<file path="src/rtl/mem_master.sv">
// mem_master: initiator-side controller for a single-port synchronous block RAM with a
// one-cycle registered read. It accepts single/burst requests over valid/ready, drives the
// RAM write-enable, address and write-data lines, and returns read beats (or one write
// completion beat) over a valid/ready response channel.
// Optional feature macro: MEM_BOUND_CHECK_EN rejects bursts that would run past the last RAM
// word. Without it, bursts wrap modulo DEPTH and o_rsp_err stays 0.
module mem_master #(
    parameter int unsigned ADDR_W = 6,
    parameter int unsigned DATA_W = 10,
    parameter int unsigned DEPTH  = 64
) (
    input  logic              clk,
    input  logic              rst,
    // request channel
    input  logic              i_req_valid,
    output logic              o_req_ready,
    input  logic              i_req_we,
    input  logic [ADDR_W-1:0] i_req_addr,
    input  logic [ADDR_W-1:0] i_req_len,
    input  logic [DATA_W-1:0] i_req_wdata,
    // response channel
    output logic              o_rsp_valid,
    input  logic              i_rsp_ready,
    output logic [DATA_W-1:0] o_rsp_rdata,
    output logic              o_rsp_last,
    output logic              o_rsp_err,
    // RAM side
    output logic              o_mem_we,
    output logic [ADDR_W-1:0] o_mem_addr,
    output logic [DATA_W-1:0] o_mem_wdata,
    input  logic [DATA_W-1:0] i_mem_rdata
);

    localparam logic [ADDR_W-1:0] LastAddr = ADDR_W'(DEPTH - 1);

    typedef enum logic [2:0] {
        StIdle,
        StWr,
        StRdIssue,
        StRdWait,
        StRsp
    } state_e;

    state_e              state_q, state_d;
    logic [ADDR_W-1:0]   cnt_q, cnt_d;
    logic                mem_we_q, mem_we_d;
    logic [ADDR_W-1:0]   mem_addr_q, mem_addr_d;
    logic [DATA_W-1:0]   mem_wdata_q, mem_wdata_d;
    logic                rsp_valid_q, rsp_valid_d;
    logic [DATA_W-1:0]   rsp_rdata_q, rsp_rdata_d;
    logic                rsp_last_q, rsp_last_d;
    logic                rsp_err_q, rsp_err_d;
    logic [ADDR_W-1:0]   addr_inc;

    // Next beat address, wrapping modulo DEPTH
    always_comb begin
        addr_inc = (mem_addr_q == LastAddr) ? '0 : mem_addr_q + 1'b1;
    end

    // State register and registered outputs; reset aborts any burst and drops o_mem_we at once
    always_ff @(posedge clk or posedge rst) begin
        if (rst) begin
            state_q     <= StIdle;
            cnt_q       <= '0;
            mem_we_q    <= 1'b0;
            mem_addr_q  <= '0;
            mem_wdata_q <= '0;
            rsp_valid_q <= 1'b0;
            rsp_rdata_q <= '0;
            rsp_last_q  <= 1'b0;
            rsp_err_q   <= 1'b0;
        end else begin
            state_q     <= state_d;
            cnt_q       <= cnt_d;
            mem_we_q    <= mem_we_d;
            mem_addr_q  <= mem_addr_d;
            mem_wdata_q <= mem_wdata_d;
            rsp_valid_q <= rsp_valid_d;
            rsp_rdata_q <= rsp_rdata_d;
            rsp_last_q  <= rsp_last_d;
            rsp_err_q   <= rsp_err_d;
        end
    end

    // Next-state and next-output decode
    always_comb begin
        state_d     = state_q;
        cnt_d       = cnt_q;
        mem_we_d    = 1'b0;
        mem_addr_d  = mem_addr_q;
        mem_wdata_d = mem_wdata_q;
        rsp_valid_d = rsp_valid_q;
        rsp_rdata_d = rsp_rdata_q;
        rsp_last_d  = rsp_last_q;
        rsp_err_d   = rsp_err_q;

        unique case (state_q)
            StIdle: begin
                if (i_req_valid) begin
                    cnt_d = i_req_len;
`ifdef MEM_BOUND_CHECK_EN
                    // Overflow test done one bit wider so addr+len cannot alias back in range
                    if (({1'b0, i_req_addr} + {1'b0, i_req_len}) > {1'b0, LastAddr}) begin
                        state_d     = StRsp;
                        rsp_valid_d = 1'b1;
                        rsp_err_d   = 1'b1;
                        rsp_last_d  = 1'b1;
                        rsp_rdata_d = '0;
                    end else
`endif
                    if (i_req_we) begin
                        state_d     = StWr;
                        mem_we_d    = 1'b1;
                        mem_addr_d  = i_req_addr;
                        mem_wdata_d = i_req_wdata;
                    end else begin
                        state_d    = StRdIssue;
                        mem_addr_d = i_req_addr;
                    end
                end
            end
            StWr: begin
                if (cnt_q == '0) begin
                    state_d     = StRsp;
                    rsp_valid_d = 1'b1;
                    rsp_last_d  = 1'b1;
                    rsp_rdata_d = '0;
                end else begin
                    mem_we_d   = 1'b1;
                    mem_addr_d = addr_inc;
                    cnt_d      = cnt_q - 1'b1;
                end
            end
            StRdIssue: begin
                // RAM samples o_mem_addr at the edge closing this cycle
                state_d = StRdWait;
            end
            StRdWait: begin
                state_d     = StRsp;
                rsp_valid_d = 1'b1;
                rsp_rdata_d = i_mem_rdata;
                rsp_last_d  = (cnt_q == '0);
            end
            StRsp: begin
                if (i_rsp_ready) begin
                    rsp_valid_d = 1'b0;
                    if (rsp_last_q) begin
                        // Write completions and rejected requests are always single last beats
                        state_d    = StIdle;
                        rsp_last_d = 1'b0;
                        rsp_err_d  = 1'b0;
                    end else begin
                        state_d    = StRdIssue;
                        mem_addr_d = addr_inc;
                        cnt_d      = cnt_q - 1'b1;
                    end
                end
            end
            default: begin
                state_d = StIdle;
            end
        endcase
    end

    assign o_req_ready = (state_q == StIdle);
    assign o_rsp_valid = rsp_valid_q;
    assign o_rsp_rdata = rsp_rdata_q;
    assign o_rsp_last  = rsp_last_q;
    assign o_rsp_err   = rsp_err_q;
    assign o_mem_we    = mem_we_q;
    assign o_mem_addr  = mem_addr_q;
    assign o_mem_wdata = mem_wdata_q;

endmodule

</file>
<file path="config.mk">
export PLATFORM = sky130hd
export DESIGN_NAME = mem_master
export DESIGN_NICKNAME = d
export VERILOG_FILES = /design/src/rtl/mem_master.sv
export SDC_FILE = /design/constraint.sdc
export NUM_CORES = 1
export LEC_CHECK = 0
export BUFFER_PORTS_ARGS = -buffer_cell sky130_fd_sc_hd__clkbuf_2
export CAP_MARGIN = 20
export CORE_MARGIN = 2
export CORE_UTILIZATION = 45
export CTS_CLUSTER_SIZE = 8
export DETAILED_ROUTE_END_ITERATION = 16
export GPL_TIMING_DRIVEN = 0
export PLACE_DENSITY = 0.8
export SETUP_SLACK_MARGIN = 0.1
export SLEW_MARGIN = 5
export SYNTH_ARGS = -nofsm -noshare
export SYNTH_HDL_FRONTEND = slang
export SYNTH_SLANG_ARGS = --single-unit
</file>
<file path="constraint.sdc">
create_clock -name clk -period 2 [get_ports clk]
set_input_delay 0.3 -clock clk [delete_from_list [all_inputs] [get_ports clk]]
set_output_delay 0.3 -clock clk [all_outputs]
set_load 0.02 [all_outputs]
</file>
==> results.md <==
* Final standard cell count with taps included and fillers excluded at 309
* Pins over their slew limit at 0
* Slew @ Worst Pin at 0.780 ns
* Count of port buffers added during placement at 66
* Max-cap check violation count at 0
* Critical path data required time at 2.17 ns
* Number of buffers between clock root and the deepest sink at 2
* Largest net degree at the start of global routing at 39
* Startpoint-to-endpoint class of the critical path: reg -> reg
* CTS tree: built
* Commonest cells in the synthesized netlist: dfrtp_1, mux2_2, a21oi_1, a22o_1, o2bb2ai_1
* Final hold slack at 0.131 ns
* Outcome: complete, no violations
* F_max at 0.560 GHz
* Clock tree sinks at 38
* DRC errors left at 0
* Antenna-violating nets left at 0
* Critical-path cell list: nor4_4 -> buf_4 -> a311oi_4 -> nor2_2 -> buf_6 -> mux2_4
* Critical path launch point type: register
* Remaining global-route overflow at 0
* Distinct cell type count of the synthesized netlist at 45
* Final Hold Fails at 0
* Area taken by flip-flops and latches at 952 um2
* Combined global-route utilization of all metal layers at 19.8%
* Max stage delay on crit path at 0.45 ns
* Mean routed wirelength per cell at 15.2 um
* CP Launch Point: cnt_q[4]
* Signed area change from the synthesized netlist to the final layout at 30.1%
* Share of layout cells above drive strength 1 at 45.1%
* Post-route clock period utilization at 89.3%
* Worst setup slack for register-to-register paths at 0.21 ns
* Worst r2r dst: o_mem_addr[0]
* Worst vdd ir at 715 uV
* Mapped cell area at 1980 um2
* Number of warnings issued by yosys at 0
* Post-synthesis sequential element count at 38
* Number of enable flip-flop cells after synthesis at 0
* Detailed-route wire length at 4.69 mm
* Seq/Total Area, Yosys at 48.0%
* CP endpoint kind: register
* Global-route wire length before repair at 7.74 mm
* P per Cell Area at 1950 nW/um2
* Proportion of register bits with asynchronous set or reset after synthesis at 100%
* Number of CTS-inserted buffers at 5
* DRT Pass-1 Iters at 4
* ANT cells at 0
* CORE AREA at 4290 um2
* RR Startpoint: cnt_q[4]
* Synthesized netlist net count at 216
* Level count of the clock H-tree at 2
* Clock Skew at 0.00857 ns
* Class of the tightest hold or removal check: in -> async
* Number of nets at the end of the flow at 296
* Setup repair after global routing missed its margin: true
* Number of buffers inserted by hold repair at cts at 0
* Source-to-sink clock delay at the later pin of the worst-skew pair at 0.29 ns
* Slew headroom at 47.9%
* Number of placed instances, taps included at 294
* Total I/O pin count at 68
* End point of the critical path: o_mem_addr[0]
* Chip height at 70.3 um
* Synth area leaders: dfrtp_1, mux2_2, a22o_1
* Critical-path top delay cell: dfrtp_1
* Starting utilization of the core area at 46.1%
* Via count at 1774
* Clock slew seen by the registers of the worst setup and hold paths at 0.08 ns
* Multi-input logic area at 985 um2
* Die area at 4950 um2
* Synthesized instance count at 176
* Sum of net half-perimeters after detailed placement at 3.30 mm
* CTS root buf: clkbuf_8
* Share of Yosys cell area claimed by the top area cell type at 48.0%
* Placer congestion estimate at 0.827
* Number of antenna violations at the first check in global routing at 0
* Total of fill cells in the finished design at 366
* Leakage dissipation at 1.22 nW
* Most repeated cell in the gate-level netlist after synthesis: dfrtp_1
* Most instantiated flip-flop cell in the synthesis netlist: dfrtp_1
* Per-cell via count in the routed design at 5.74
* Arrival time of the worst setup path at 1.96 ns
* Setup violation total in the final timing report at 0
* DRT iter0 DRCs at 148
* Standard-cell rows at 24
* Largest area contributor in the synthesized netlist: dfrtp_1
* Chip Width at 70.3 um
* Number of global-route vias before repair at 1627
* Avg Cell Area, Syn at 11.3 um2
* Critical path fanouts, max at 10
* R2r worst-path depth at 6
* Final critical path time including I/O delays and setup at 1.79 ns
through the flow:
stage               util, %  worst slack (ns)  power [mW]  TNS, ns  cell area (um2)
finish                 60.0             0.213        5.03        0             2580
floorplan                 -             0.137        3.46        0             1990
global route           60.0            0.0940        5.40        0             2580
CTS                    58.7            0.0498        4.89        0             2520
detailed placement     55.4            -0.100        4.19   -0.267             2380
global placement       55.4            -0.136        4.11   -0.268             2380
kinds of logic (layout without fill, tap and decap cells):
family | Yosys count | after routing | synth area share, %
compound gates | 56 | 56 | 21.5
simple gates | 44 | 44 | 13.9
flops | 38 | 38 | 48.0
mux | 17 | 17 | 9.92
buf+inv | 16 | 97 | 3.73
fa+ha+maj | 3 | 3 | 1.90
other cells | 1 | 1 | 0.189
xor+xnor | 1 | 1 | 0.821
worst min path at each step:
stage	endpoint	depth (start not counted)	slack, ns	startpoint
2_1_floorplan	state_q[2]	1	0.41	i_rsp_ready
3_3_place_gp	o_rsp_rdata[3]	1	0.49	o_rsp_rdata[3]
3_5_place_dp	o_mem_addr[0]	2	0.48	rst
4_1_cts	cnt_q[2]	2	0.17	rst
5_1_grt	o_mem_addr[1]	2	0.20	rst
6_report	o_mem_addr[4]	2	0.13	rst
final cells by class:
class | instances | area share, %
clock buffer | 8 | 4.27
sequential | 38 | 36.9
tap | 52 | 2.52
timing repair buffer | 73 | 14.9
multi-input combinational | 122 | 38.2
buffer | 12 | 2.62
inverter | 4 | 0.583
sequential cells by signal (all words and copies together) (netlist names):
name	count
o_mem_addr	6
o_rsp_rdata	10
o_rsp_last	1
o_mem_we	1
o_rsp_valid	1
o_mem_wdata	10
cnt_q	6
state_q	3
worst max-delay path: cells and delay by family, from the launching register on:
family,cells,cell delay (ns)
buffers and inverters,2,0.37
AND/OR/NAND/NOR,2,0.43
AO/OA/AOI/OAI,1,0.11
multiplexers,1,0.30
flip-flops,1,0.45
layout by cell type, fill, tap and decap left out, types with 2 or more instances in the layout:
cell type,count
clkbuf_2,68
dfrtp_1,37
mux2_2,12
a22o_1,10
buf_4,9
a21oi_1,9
o2bb2ai_1,9
clkbuf_8,8
nor2_1,7
o22ai_1,7
nand2_1,6
buf_2,4
nor2b_1,4
nor3_1,4
clkbuf_1,3
o21ai_0,3
and3_1,3
nor3b_1,3
inv_1,3
nor4_4,2
nand2b_1,2
o21bai_1,2
mux2_4,2
nand3_1,2
or4_1,2
a22oi_1,2
nor4b_1,2
a211oi_1,2
a31oi_1,2
nor4_1,2
ha_1,2
where the power goes:
part / total, mW / internal [mW] / switching (mW) / leakage [nW]
logic: 2.91 / 1.32 / 1.59 / 0.695
clock network: 0.615 / 0.348 / 0.267 / 0.0575
registers: 1.51 / 1.16 / 0.354 / 0.464
routing by layer:
layer | vias up | routed length, um | global-route usage (%) | part of all wire, %
met5 | - | 0 | 0 | 0
met3 | 9 | 387 | 6.06 | 8.3
met1 | 860 | 1970 | 27.0 | 42
met2 | 76 | 2260 | 29.7 | 48
li1 | 829 | - | - | -
met4 | 0 | 72 | 7.26 | 1.5
repair_timing:
item / in CTS / in global routing
pin swaps: 2 / 2
buffers inserted: 2 / 5
setup endpoints to repair: 21 / 15
gates resized for setup: 2 / 10
Power figures use the tool's default switching activity.
